==> config.mk <==
export PLATFORM = sky130hd
export DESIGN_NAME = pixel_serializer
export DESIGN_NICKNAME = d
export VERILOG_FILES = /design/src/rtl/pixel_serializer_pkg.sv /design/src/rtl/pixel_colour_select.sv /design/src/rtl/pixel_serializer.sv
export SDC_FILE = /design/constraint.sdc
export NUM_CORES = 1
export LEC_CHECK = 0
export CAP_MARGIN = 20
export CORE_AREA = 5 5 54 56
export DETAILED_ROUTE_END_ITERATION = 16
export DIE_AREA = 0 0 59 61
export GPL_ROUTABILITY_DRIVEN = 1
export HOLD_SLACK_MARGIN = 0.15
export PLACE_DENSITY_LB_ADDON = 0.05
export SYNTH_ARGS = -nofsm -noshare
export SYNTH_HDL_FRONTEND = slang
export SYNTH_SLANG_ARGS = --single-unit
==> constraint.sdc <==
create_clock -name clk -period 2.4 [get_ports clk]
set_input_delay 0.24 -clock clk [delete_from_list [all_inputs] [get_ports clk]]
set_output_delay 0.24 -clock clk [all_outputs]
set_load 0.03 [all_outputs]
==> src/rtl/pixel_serializer_pkg.sv <==
// Shared constants and types for the pixel output stage.
// Colour and row widths stay module parameters; only width-independent items live here.
package pixel_serializer_pkg;

  localparam logic HSCALE_1X = 1'b0;
  localparam logic HSCALE_2X = 1'b1;

  typedef struct packed {
    logic blink;
    logic cursor;
    logic hscale;
  } cell_flags_t;

  function automatic int cnt_width(input int char_width);
    return $clog2(char_width + 1);
  endfunction

endpackage

==> src/rtl/pixel_colour_select.sv <==
// Combinational colour pick for one pixel: cursor fg/bg swap, blink masking, blanking.
// Kept separate so later overlay planes can share the same rules.
module pixel_colour_select #(
  parameter int COLOR_BITS = 3
) (
  input  logic                  pixel_bit,
  input  logic [COLOR_BITS-1:0] foreground,
  input  logic [COLOR_BITS-1:0] background,
  input  logic                  blink,
  input  logic                  cursor,
  input  logic                  blinking,
  input  logic                  drawing,
  output logic [COLOR_BITS-1:0] colour
);

  logic [COLOR_BITS-1:0] fore_eff;
  logic [COLOR_BITS-1:0] back_eff;
  logic                  visible;

  always_comb begin
    fore_eff = foreground;
    back_eff = background;
    // cursor cell inverts only during the visible blink phase
    if (cursor && blinking) begin
      fore_eff = background;
      back_eff = foreground;
    end
    visible = pixel_bit & (~blink | blinking);
    colour  = '0;
    if (drawing) begin
      colour = visible ? fore_eff : back_eff;
    end
  end

endmodule

==> src/rtl/pixel_serializer.sv <==
// Character-row pixel serializer: captures a glyph row and attributes on load,
// then shifts one pixel per clock (optionally doubled) onto the colour DAC.
//
// state   | meaning
// ST_IDLE | no pending pixels; dac shows background while drawing (underrun)
// ST_EMIT | pixels of the latched cell still pending
module pixel_serializer
  import pixel_serializer_pkg::*;
#(
  parameter int COLOR_BITS = 3,
  parameter int CHAR_WIDTH = 8,
  parameter int MSB_FIRST  = 1
) (
  input  logic                  clk,
  input  logic                  reset,
  input  logic                  load,
  input  logic [CHAR_WIDTH-1:0] row,
  input  logic [COLOR_BITS-1:0] foreground,
  input  logic [COLOR_BITS-1:0] background,
  input  logic                  blink,
  input  logic                  cursor,
  input  logic                  hscale,
  input  logic                  blinking,
  input  logic                  drawing,
  output logic [COLOR_BITS-1:0] dac,
  output logic                  busy,
  output logic                  underrun
);

  localparam int CNT_W = cnt_width(CHAR_WIDTH);

  localparam logic [0:0] ST_IDLE = 1'b0;
  localparam logic [0:0] ST_EMIT = 1'b1;

  logic [0:0]            state;
  logic [CHAR_WIDTH-1:0] shift_reg;
  logic [CHAR_WIDTH-1:0] row_ordered;
  logic [CNT_W-1:0]      pix_cnt;
  logic                  rep_cnt;
  logic [COLOR_BITS-1:0] fg_q;
  logic [COLOR_BITS-1:0] bg_q;
  cell_flags_t           flags_q;
  logic [COLOR_BITS-1:0] emit_colour;

  // the emitted bit is always the shift MSB, so LSB-first rows are reversed at load
  always_comb begin
    row_ordered = row;
    if (MSB_FIRST == 0) begin
      for (int i = 0; i < CHAR_WIDTH; i++) begin
        row_ordered[i] = row[CHAR_WIDTH-1-i];
      end
    end
  end

  pixel_colour_select #(
    .COLOR_BITS(COLOR_BITS)
  ) u_colour_select (
    .pixel_bit (shift_reg[CHAR_WIDTH-1]),
    .foreground(fg_q),
    .background(bg_q),
    .blink     (flags_q.blink),
    .cursor    (flags_q.cursor),
    .blinking  (blinking),
    .drawing   (drawing),
    .colour    (emit_colour)
  );

  always_ff @(posedge clk) begin
    if (reset) begin
      state     <= ST_IDLE;
      dac       <= '0;
      underrun  <= 1'b0;
      shift_reg <= '0;
      pix_cnt   <= '0;
      rep_cnt   <= 1'b0;
      fg_q      <= '0;
      bg_q      <= '0;
      flags_q   <= '0;
    end else if (load) begin
      // old cell's current MSB and attributes still drive dac on the load edge
      dac            <= emit_colour;
      shift_reg      <= row_ordered;
      fg_q           <= foreground;
      bg_q           <= background;
      flags_q.blink  <= blink;
      flags_q.cursor <= cursor;
      flags_q.hscale <= hscale;
      pix_cnt        <= CNT_W'(CHAR_WIDTH);
      rep_cnt        <= (hscale == HSCALE_2X);
      state          <= ST_EMIT;
    end else begin
      case (state)
        ST_EMIT: begin
          dac <= emit_colour;
          if (rep_cnt == 1'b0) begin
            shift_reg <= shift_reg << 1;
            pix_cnt   <= pix_cnt - CNT_W'(1);
            rep_cnt   <= (flags_q.hscale == HSCALE_2X);
            if (pix_cnt == CNT_W'(1)) begin
              state <= ST_IDLE;
            end
          end else begin
            rep_cnt <= 1'b0;
          end
        end
        default: begin
          dac <= drawing ? bg_q : '0;
          if (drawing) begin
            underrun <= 1'b1;
          end
        end
      endcase
    end
  end

  assign busy = (state == ST_EMIT);

endmodule

# == After elaboration in Yosys (flattened, before gate mapping) ==
# Cells that the tools add are included.
# W data, S select, Z words.
# totals
output_inout_bits,5
mem_bits_ro,0
latch_bits,0
mem_bits_rw,0
reg_bits,27
n_memories,0
# classes
addsub,1
magnitude_cmp,0
n_bitwise,6
eq_ne,2
multipliers,0
shift,0
n_div,0
n_mux,20
reduce_logical,6
# op_table
cell,n
$mux W8,3
$mux W3,7
$mux W4,3
$mux W1,7
$eq A4 B1 Y1 const B,1
$not A1 Y1,4
$reduce_and A2 Y1,2
$sub A4 B1 Y4 const B,1
$reduce_and A3 Y1,1
$ne A2 B2 Y1 const B,1
$reduce_bool A2 Y1,1
$reduce_or A2 Y1,1
$and A1 B1 Y1,1
$logic_and A1 B1 Y1,1
$or A1 B1 Y1,1

# == Longest topological paths before layout ==
# Gate-level depths: netlist of the first run.
# logic_depth
depth_word,7
ltp_mapped,5
ltp_nobuf,5

# == Cells and area by module ==
# Synthesis of the first run repeated with hierarchy kept, for this count alone.
# unflattened
hier_cells,146
hier_area_um2,1337.5
# modules_own_cells
module,instances,area_per_inst_um2,cells_each
pixel_serializer,1,1183.6,124
pixel_colour_select,1,153.9,22

# == Worst setup path before layout of the first run ==
# No wires, ideal clock.
# synth_path
path_type,flip-flop to flip-flop
from,reg state (netlist: busy)
to,reg shift_reg[1]
slack_ns,1.118
n_path_buf,1
stages_incl_launch_ff,5
arrival_time_ns,1.194
setup_time_ns,0.088
cell_sequence,dfxtp_1 -> nor2b_4 -> buf_6 -> nand2_1 -> a311oi_2
# synth_between
elab_chain_cells,2
# synth_rtl
element,line,rtl
from (decl),pixel_serializer.sv:35,logic [0:0] state;
from (signal assigned),pixel_serializer.sv:70,state <= ST_IDLE;
from (signal assigned),pixel_serializer.sv:90,state <= ST_EMIT;
from (signal assigned),pixel_serializer.sv:100,state <= ST_IDLE;
$reduce_bool A2 Y1 (no line),--,
$reduce_and A2 Y1 (no line),--,
to (signal assigned),pixel_serializer.sv:82,shift_reg <= row_ordered;
to (signal assigned),pixel_serializer.sv:96,shift_reg <= shift_reg << 1;
to (decl),pixel_serializer.sv:36,logic [CHAR_WIDTH-1:0] shift_reg;
# Every way passes these cells.
# A chain may end at the register's enable or synchronous reset.

# == Worst setup path in the final report of the first run ==
# layout_path
from,reg state (netlist: busy)
to,out busy
# layout_lines
element,line,rtl
to (decl),pixel_serializer.sv:26,"output logic busy,"
# No word-level cell between the ends.

==> impl_metrics.env, run 1 <==
export IMPL_status="finished clean"
export IMPL_vdd_ir_drop_worst_uv=498
export IMPL_io_pins=27
export IMPL_synth_ff_type="dfxtp_1"
export IMPL_clk_transition_reported_paths_ns=0.14
export IMPL_post_drt_via_cell_ratio=5.07
export IMPL_wl_mm=2.39
export IMPL_slew_headroom=0.723
export IMPL_initial_utilization=0.496
export IMPL_clk_insertion_delay_late_ns=0.32
export IMPL_routedWlPerCell_um=13.3
export IMPL_ys_warn_count=0
export IMPL_power_static_leakage_nw=0.560
export IMPL_insertedDiodeCount=0
export IMPL_critical_path_peak_fanout=7
export IMPL_worstPathRequired_ns=2.16
export IMPL_die_h_um=61
export IMPL_placement_rows=18
export IMPL_unrepaired_setup_endpoints_after_global_routing="false"
export IMPL_syn_avg_cell_area_um2=9.39
export IMPL_final_setup_viol_count=0
export IMPL_hold_class="in2reg"
export IMPL_numClockSinks=27
export IMPL_grt_antenna_before_repair=0
export IMPL_core_area_mm2=0.00239
export IMPL_place_gp_congestion=0.761
export IMPL_final_setup_skew_ns=0.00246
export IMPL_detailroute_via_count=912
export IMPL_groute_usage_overall=0.152
export IMPL_synth_enable_flop_cells=0
export IMPL_count_of_non_filler_cells_in_the_finished_layout=180
export IMPL_post_synth_instance_area_mm2=0.00118
export IMPL_synth_yosys_seq_area_share=0.457
export IMPL_remaining_drc_errors=0
export IMPL_place_hpwl_mm=1.75
export IMPL_post_cts_resized_instances=0
export IMPL_layout_area_overhead_vs_synth_pct=24.5
export IMPL_worst_slew_pin_slew_ns=0.414
export IMPL_fp_dieArea_mm2=0.00360
export IMPL_post_synth_num_cell_types=26
export IMPL_global_route_wire_length_before_repair_mm=4.13
export IMPL_cts_htree_levels=1
export IMPL_path_class="reg2out"
export IMPL_tritoncts_clock_tree="built"
export IMPL_flip_flop_count_of_the_largest_register_all_copies_and_words_added=8
export IMPL_finalWorstPathRequiredPeriod_ns=1.75
export IMPL_finalSetupTns_ns=0
export IMPL_postCtsSetupRepairBufs=0
export IMPL_cts_hold_fix_buffers=0
export IMPL_crit_chain="clkdlybuf4s50_1"
export IMPL_grt_remaining_overflow=0
export IMPL_data_arrival_time_of_the_critical_path_ns=1.51
export IMPL_drive_gt1_frac=0.113
export IMPL_cell_count_after_synthesis=126
export IMPL_dpl_cell_count=176
export IMPL_cellPowerDensity_mw_per_mm2=571
export IMPL_initialDrtViolationCount=29
export IMPL_syn_num_nets=150
export IMPL_worst_path_max_delay_cell="clkdlybuf4s50_1"
export IMPL_ant_nets=0
export IMPL_async_reset_ff_frac=0
export IMPL_worst_setup_path_start_kind="flop"
export IMPL_slew_viol_final=0
export IMPL_critPathTopFamily="buffers and inverters"
export IMPL_grt_max_degree=19
export IMPL_port_buffers=26
export IMPL_synth_ff_latch_count=27
export IMPL_cts_root_buffer="clkbuf_4"
export IMPL_cts_buffer_depth=2
export IMPL_final_hold_violation_count=0
export IMPL_path_buf_inv=1
export IMPL_period_share=0.727
export IMPL_die_width_um=59
export IMPL_drtPass1Iterations=4
export IMPL_cpPeakStageDelay_ns=0.72
export IMPL_achievable_frequency_ghz=0.573
export IMPL_timing_max_cap_violations=0
export IMPL_endpoint_kind="output port"
export IMPL_post_layout_nets=175
export IMPL_cts_buffers_inserted=3
export IMPL_first_global_vias=945
-- final cells by class --
class | count | area, um^2
clock buffers | 3 | 22.5
clock inverters | 1 | 7.51
fillers | 234 | 913
repair buffers | 28 | 275
flip-flops and latches | 27 | 541
well taps | 30 | 37.5
multi-input cells | 87 | 576
inverters | 4 | 15.0
-- cell usage after synthesis (2+ instances only) --
cell type / instances / area share
a21oi_1: 5 / 0.021
mux2i_1: 12 / 0.10
a311oi_2: 7 / 0.089
xor2_1: 3 / 0.022
nor3_1: 3 / 0.013
buf_2: 3 / 0.013
nand2_1: 23 / 0.073
inv_1: 3 / 0.0095
dfxtp_1: 27 / 0.46
nor2_1: 21 / 0.067
buf_4: 3 / 0.019
ha_1: 2 / 0.021
-- worst paths after layout --
check | startpoint | to | slack, ns | cells past startpoint
min | row[0] | shift_reg[0] | 0.46 | 3
max reg2reg | busy | pix_cnt[1] | 1.07 | 3
min reg2reg | bg_q[1] | dac[1] | 0.48 | 2
max | busy | busy | 0.65 | 1
-- power by group --
group	internal (mW)	leakage (nW)	switching, mW
combinational	0.0792	0.323	0.0731
clock	0.0637	0.0139	0.130
sequential	0.476	0.223	0.0191
total	0.619	0.560	0.222
-- kinds of logic (layout without fill, tap and decap cells) --
logic type      after synthesis  after routing  share of synthesized area
compound gates               15             15                      0.136
mux                          12             12                      0.101
buf+inv                      12             36                     0.0571
simple gates                 54             54                      0.198
fa+ha+maj                     2              2                     0.0211
flops                        27             27                      0.457
xor+xnor                      4              4                     0.0296
-- through the flow --
step | hold slack, ns | utilization | setup WS [ns] | instance area, um^2 | power, mW
3_3_place_gp | 0.444 | 0.605 | 0.728 | 1440 | 0.653
4_1_cts | 0.452 | 0.617 | 0.635 | 1470 | 0.853
3_5_place_dp | 0.467 | 0.605 | 0.729 | 1440 | 0.659
2_1_floorplan | 0.381 | - | 1.12 | 1180 | 0.602
5_1_grt | 0.466 | 0.617 | 0.594 | 1470 | 0.887
6_report | 0.463 | 0.617 | 0.655 | 1470 | 0.842
-- cell usage in the layout, fill, tap and decap left out, drive strengths merged --
master / netlist / layout
ha: 2 / 2
o41ai: 1 / 1
nor4: 1 / 1
xor2: 3 / 3
dfxtp: 27 / 27
nand2: 23 / 23
clkinvlp: 0 / 1
a311oi: 7 / 7
nor2b: 2 / 2
clkbuf: 0 / 3
a21oi: 5 / 5
nand2b: 1 / 1
clkdlybuf4s50: 0 / 26
xnor2: 1 / 1
inv: 4 / 4
buf: 8 / 2
a2111oi: 1 / 1
and2b: 1 / 1
nor3b: 1 / 1
mux2i: 12 / 12
nor3: 3 / 3
nand3: 1 / 1
nor2: 21 / 21
a211oi: 1 / 1
-- metal layers --
metal	vias to the layer above	global-route usage	part of all wire
met5	-	0	0
met4	0	0.0453	0.0079
met3	2	0.0574	0.051
met2	20	0.263	0.51
met1	423	0.174	0.43
li1	467	-	-
Power figures use the tool's default switching activity.
==> run 2: changes to the inputs <==
Settings changed: CORE_AREA 5 5 54 56 to 5 5 56 58, DIE_AREA 0 0 59 61 to 0 0 61 63.
Clock period 2.4 ns to 1.7 ns, I/O delays scaled along.
==> impl_metrics.env, run 2 (synthesis results as in run 1) <==
export IMPL_crit_chain="clkdlybuf4s50_1"
export IMPL_grt_antenna_before_repair=0
export IMPL_critPathTopFamily="buffers and inverters"
export IMPL_postCtsSetupRepairBufs=0
export IMPL_place_gp_congestion=0.715
export IMPL_core_area_mm2=0.00262
export IMPL_initialDrtViolationCount=26
export IMPL_design_power_mw=1.19
export IMPL_insertedDiodeCount=0
export IMPL_share_seq_of_total_power=0.589
export IMPL_remaining_drc_errors=0
export IMPL_worst_r2r_startpoint="busy"
export IMPL_layout_area_overhead_vs_synth_pct=25.2
export IMPL_cpPeakStageDelay_ns=0.68
export IMPL_final_setup_viol_count=0
export IMPL_first_global_vias=923
export IMPL_min_delay_start="row[0]"
export IMPL_timing_final_ws_setup_ns=0.168
export IMPL_status="finished clean"
export IMPL_path_class="reg2out"
export IMPL_grt_max_degree=19
export IMPL_clk_transition_reported_paths_ns=0.14
export IMPL_die_width_um=61
export IMPL_port_buffers=26
export IMPL_wl_mm=2.32
export IMPL_flip_flop_count_of_the_largest_register_all_copies_and_words_added=8
export IMPL_tritoncts_clock_tree="built"
export IMPL_numClockSinks=27
export IMPL_path_buf_inv=1
export IMPL_net_switching_power_uw=308
export IMPL_crit_start="underrun"
export IMPL_worst_path_max_delay_cell="clkdlybuf4s50_1"
export IMPL_most_frequent_standard_cell_in_the_layout_excluding_fill_and_tap_cells="dfxtp_1"
export IMPL_data_arrival_time_of_the_critical_path_ns=1.36
export IMPL_hold_class="in2reg"
export IMPL_cellPowerDensity_mw_per_mm2=801
export IMPL_grt_remaining_overflow=0
export IMPL_place_hpwl_mm=1.73
export IMPL_clk_insertion_delay_late_ns=0.32
export IMPL_worstPathRequired_ns=1.53
export IMPL_pwr_share_clk=0.230
export IMPL_power_static_leakage_nw=0.578
export IMPL_finalSetupTns_ns=0
export IMPL_post_placement_setup_slack_ns=0.227
export IMPL_switching_share=0.260
export IMPL_initial_utilization=0.453
export IMPL_global_route_wire_length_before_repair_mm=4.02
export IMPL_cts_htree_levels=1
export IMPL_cts_buffer_depth=2
export IMPL_cts_root_buffer="clkbuf_4"
export IMPL_post_layout_nets=176
export IMPL_drtPass1Iterations=2
export IMPL_achievable_frequency_ghz=0.653
export IMPL_worst_setup_path_start_kind="flop"
export IMPL_layout_cells_most_common_list="27 x dfxtp_1, 25 x clkdlybuf4s50_1, 23 x nand2_1"
export IMPL_slew_headroom=0.761
export IMPL_postLayoutCoreUtil=0.567
export IMPL_finalWorstPathRequiredPeriod_ns=1.53
export IMPL_endpoint_kind="output port"
export IMPL_vdd_ir_drop_worst_uv=657
export IMPL_fp_dieArea_mm2=0.00384
export IMPL_drive_gt1_frac=0.113
export IMPL_unrepaired_setup_endpoints_after_global_routing="false"
export IMPL_critical_path_peak_fanout=2
export IMPL_cts_buffers_inserted=3
export IMPL_die_h_um=63
export IMPL_timing_max_cap_violations=0
export IMPL_power_share_combinational=0.181
export IMPL_internal_power_uw=877
export IMPL_routedWlPerCell_um=12.7
export IMPL_post_drt_via_cell_ratio=4.97
export IMPL_final_hold_violation_count=0
export IMPL_placement_rows=19
export IMPL_detailroute_via_count=905
export IMPL_worst_slew_pin_slew_ns=0.358
export IMPL_final_setup_skew_ns=0.00294
export IMPL_ant_nets=0
export IMPL_groute_usage_overall=0.136
export IMPL_period_share=0.901
export IMPL_slew_viol_final=0
export IMPL_io_pins=27
run 2: cell types whose count changed in the layout (fill, tap and decap cells not counted):
| cell | before | now |
|---|---|---|
| buf_4 | 2 | 3 |
| dlymetal6s2s_1 | 0 | 1 |
| clkbuf_1 | 0 | 1 |
| clkdlybuf4s50_1 | 26 | 25 |
| clkinvlp_4 | 1 | 0 |
run 2: per-layer routing:
metal,routed length (um),global-route usage
met1,1030,0.171
met2,1110,0.210
met3,137,0.0434
met4,33,0.0569
met5,0,0
run 2: worst paths after layout:
| check | slack (ns) | end | cells after the start |
|---|---|---|---|
| max | 0.17 | underrun | 1 |
| min | 0.41 | shift_reg[0] | 3 |
| max reg2reg | 0.40 | pix_cnt[1] | 3 |
| min reg2reg | 0.48 | dac[1] | 2 |
run 2: power groups by stage:
stage               Combinational [mW]  Clock (mW)  Sequential, mW
floorplan                        0.133           0           0.717
global placement                 0.211           0           0.712
detailed placement               0.217           0           0.713
CTS                              0.218       0.286           0.699
global route                     0.237       0.310           0.704
finish                           0.214       0.273           0.699
run 2: area by class of cell:
| cell class | instances | area [um^2] |
|---|---|---|
| clock buffers | 4 | 26.3 |
| well taps | 31 | 38.8 |
| multi-input cells | 87 | 576 |
| flip-flops and latches | 27 | 541 |
| repair buffers | 29 | 285 |
| inverters | 4 | 15.0 |
| fillers | 242 | 1130 |
run 2: metrics by stage:
step / cells / hold slack [ns] / area, um^2
after detailed placement: 178 / 0.460 / 1450
final: 182 / 0.408 / 1480
after CTS: 182 / 0.401 / 1480
after floorplan: 126 / 0.311 / 1180
after global placement: 178 / 0.445 / 1450
after global routing: 182 / 0.402 / 1480
run 2: what timing repair did:
action | 4_1_cts | 5_1_grt
setup endpoints to repair | 0 | 1
gates resized for setup | 0 | 1
hold endpoints to repair | 0 | 0
hold buffers | 0 | 0
==> run 3: changes to the inputs <==
Settings changed: CORE_AREA 5 5 56 58 to 5 5 55 57, CTS_BUF_LIST set to sky130_fd_sc_hd__clkbuf_8, DIE_AREA 0 0 61 63 to 0 0 60 62.
==> impl_metrics.env, run 3 (synthesis results as in run 1) <==
export IMPL_grt_remaining_overflow=0
export IMPL_post_cts_resized_instances=0
export IMPL_cts_hold_fix_buffers=0
export IMPL_hold_class="in2reg"
export IMPL_worstPathRequired_ns=1.53
export IMPL_endpoint_kind="output port"
export IMPL_drtPass1Iterations=4
export IMPL_min_delay_path_depth=3
export IMPL_clk_insertion_delay_late_ns=0.27
export IMPL_post_placement_setup_slack_ns=0.285
export IMPL_numClockSinks=27
export IMPL_drive_gt1_frac=0.125
export IMPL_worstRegToRegCells=3
export IMPL_place_hpwl_mm=1.71
export IMPL_worst_path_max_delay_cell="clkdlybuf4s50_1"
export IMPL_cts_htree_levels=1
export IMPL_layout_cells_most_common_list="27 x dfxtp_1, 26 x clkdlybuf4s50_1, 23 x nand2_1"
export IMPL_timing_max_cap_violations=0
export IMPL_power_static_leakage_nw=0.577
export IMPL_initialDrtViolationCount=31
export IMPL_cellPowerDensity_mw_per_mm2=847
export IMPL_routedWlPerCell_um=12.6
export IMPL_grt_max_degree=19
export IMPL_data_arrival_time_of_the_critical_path_ns=1.42
export IMPL_post_layout_nets=177
export IMPL_placement_rows=18
export IMPL_period_share=0.936
export IMPL_worst_setup_path_start_kind="flop"
export IMPL_final_setup_skew_ns=0.00271
export IMPL_design_power_mw=1.28
export IMPL_filler_cell_count=224
export IMPL_ant_nets=0
export IMPL_final_setup_viol_count=0
export IMPL_vdd_ir_drop_worst_uv=616
export IMPL_fp_dieArea_mm2=0.00372
export IMPL_finalWorstPathRequiredPeriod_ns=1.59
export IMPL_crit_chain="clkdlybuf4s50_1"
export IMPL_min_delay_start="row[0]"
export IMPL_path_buf_inv=1
export IMPL_wl_mm=2.29
export IMPL_flip_flop_count_of_the_largest_register_all_copies_and_words_added=8
export IMPL_stdcell_area_mm2=0.00151
export IMPL_core_area_mm2=0.00243
export IMPL_initial_utilization=0.487
export IMPL_postCtsSetupRepairBufs=0
export IMPL_area_sequential_um2=541
export IMPL_place_area_mm2=0.00146
export IMPL_path_class="reg2out"
export IMPL_hold_ws_ns=0.458
export IMPL_slew_viol_final=0
export IMPL_layout_area_overhead_vs_synth_pct=27.4
export IMPL_critical_path_peak_fanout=7
export IMPL_slew_headroom=0.759
export IMPL_ff_to_ff_setup_slack_ns=0.41
export IMPL_io_pins=27
export IMPL_achievable_frequency_ghz=0.629
export IMPL_finalSetupTns_ns=0
export IMPL_post_drt_via_cell_ratio=5.04
export IMPL_insertedDiodeCount=0
export IMPL_first_global_vias=943
export IMPL_place_gp_congestion=0.739
export IMPL_global_route_wire_length_before_repair_mm=3.99
export IMPL_port_buffers=26
export IMPL_worst_slew_pin_slew_ns=0.360
export IMPL_multi_input_comb_area_um2=576
export IMPL_timing_final_ws_setup_ns=0.109
export IMPL_remaining_drc_errors=0
export IMPL_die_width_um=60
export IMPL_grt_antenna_before_repair=0
export IMPL_cts_buffers_inserted=3
export IMPL_clk_transition_reported_paths_ns=0.09
export IMPL_detailroute_via_count=917
export IMPL_status="finished clean"
export IMPL_critical_path_reg2reg_endpoint="pix_cnt[1]"
export IMPL_whs_endpoint="shift_reg[0]"
export IMPL_die_h_um=62
export IMPL_cts_root_buffer="clkbuf_8"
export IMPL_cpPeakStageDelay_ns=0.71
export IMPL_unrepaired_setup_endpoints_after_global_routing="false"
export IMPL_most_frequent_standard_cell_in_the_layout_excluding_fill_and_tap_cells="dfxtp_1"
export IMPL_groute_usage_overall=0.144
export IMPL_critPathTopFamily="buffers and inverters"
export IMPL_worst_r2r_startpoint="busy"
export IMPL_final_hold_violation_count=0
export IMPL_tritoncts_clock_tree="built"
export IMPL_crit_start="busy"
export IMPL_cts_buffer_depth=2
## run 3: changes by cell type in the layout (fill, tap and decap cells not counted)
cell / previous run / this run
clkinvlp_4: 0 / 1
clkbuf_8: 0 / 3
clkbuf_4: 3 / 0
buf_4: 3 / 4
clkdlybuf4s50_1: 25 / 26
dlymetal6s2s_1: 1 / 0
clkbuf_1: 1 / 0
## run 3: worst reg2reg max path, delay by kind of cell, from the launching register on
kind	cells	cell delay [ns]
and+or+nand+nor	2	0.45
DFF	1	0.44
AOI/OAI and AO/OA	1	0.31
## run 3: power by group
part | internal, mW | switching [mW] | total (mW) | leakage (nW)
Combinational | 0.115 | 0.103 | 0.218 | 0.333
Sequential | 0.672 | 0.0265 | 0.698 | 0.223
Clock | 0.166 | 0.195 | 0.361 | 0.0217
## run 3: metrics by stage
step / std cells / utilization
after floorplan: 126 / -
final: 182 / 0.620
after global routing: 182 / 0.620
after global placement: 178 / 0.600
after detailed placement: 178 / 0.600
after CTS: 182 / 0.620
## run 3: final cells by class
class / instances / area share
multi-input combinational: 87 / 0.382
sequential: 27 / 0.359
timing repair buffer: 30 / 0.193
clock buffer: 3 / 0.0274
tap: 30 / 0.0249
inverter: 4 / 0.00996
clock inverter: 1 / 0.00498
## run 3: layer usage
layer / GRT usage / part of all wire / vias up
met5: 0 / 0 / -
met4: 0.0506 / 0.017 / 0
met3: 0.0558 / 0.054 / 4
met2: 0.255 / 0.48 / 22
met1: 0.156 / 0.44 / 417
li1: - / - / 474
## run 3: worst max path at each step
stage	cells after the start	slack, ns	to
2_1_floorplan	4	0.42	shift_reg[1]
3_3_place_gp	4	0.32	shift_reg[7]
3_5_place_dp	5	0.28	dac[2]
4_1_cts	1	0.09	busy
5_1_grt	1	0.03	busy
6_report	1	0.11	busy
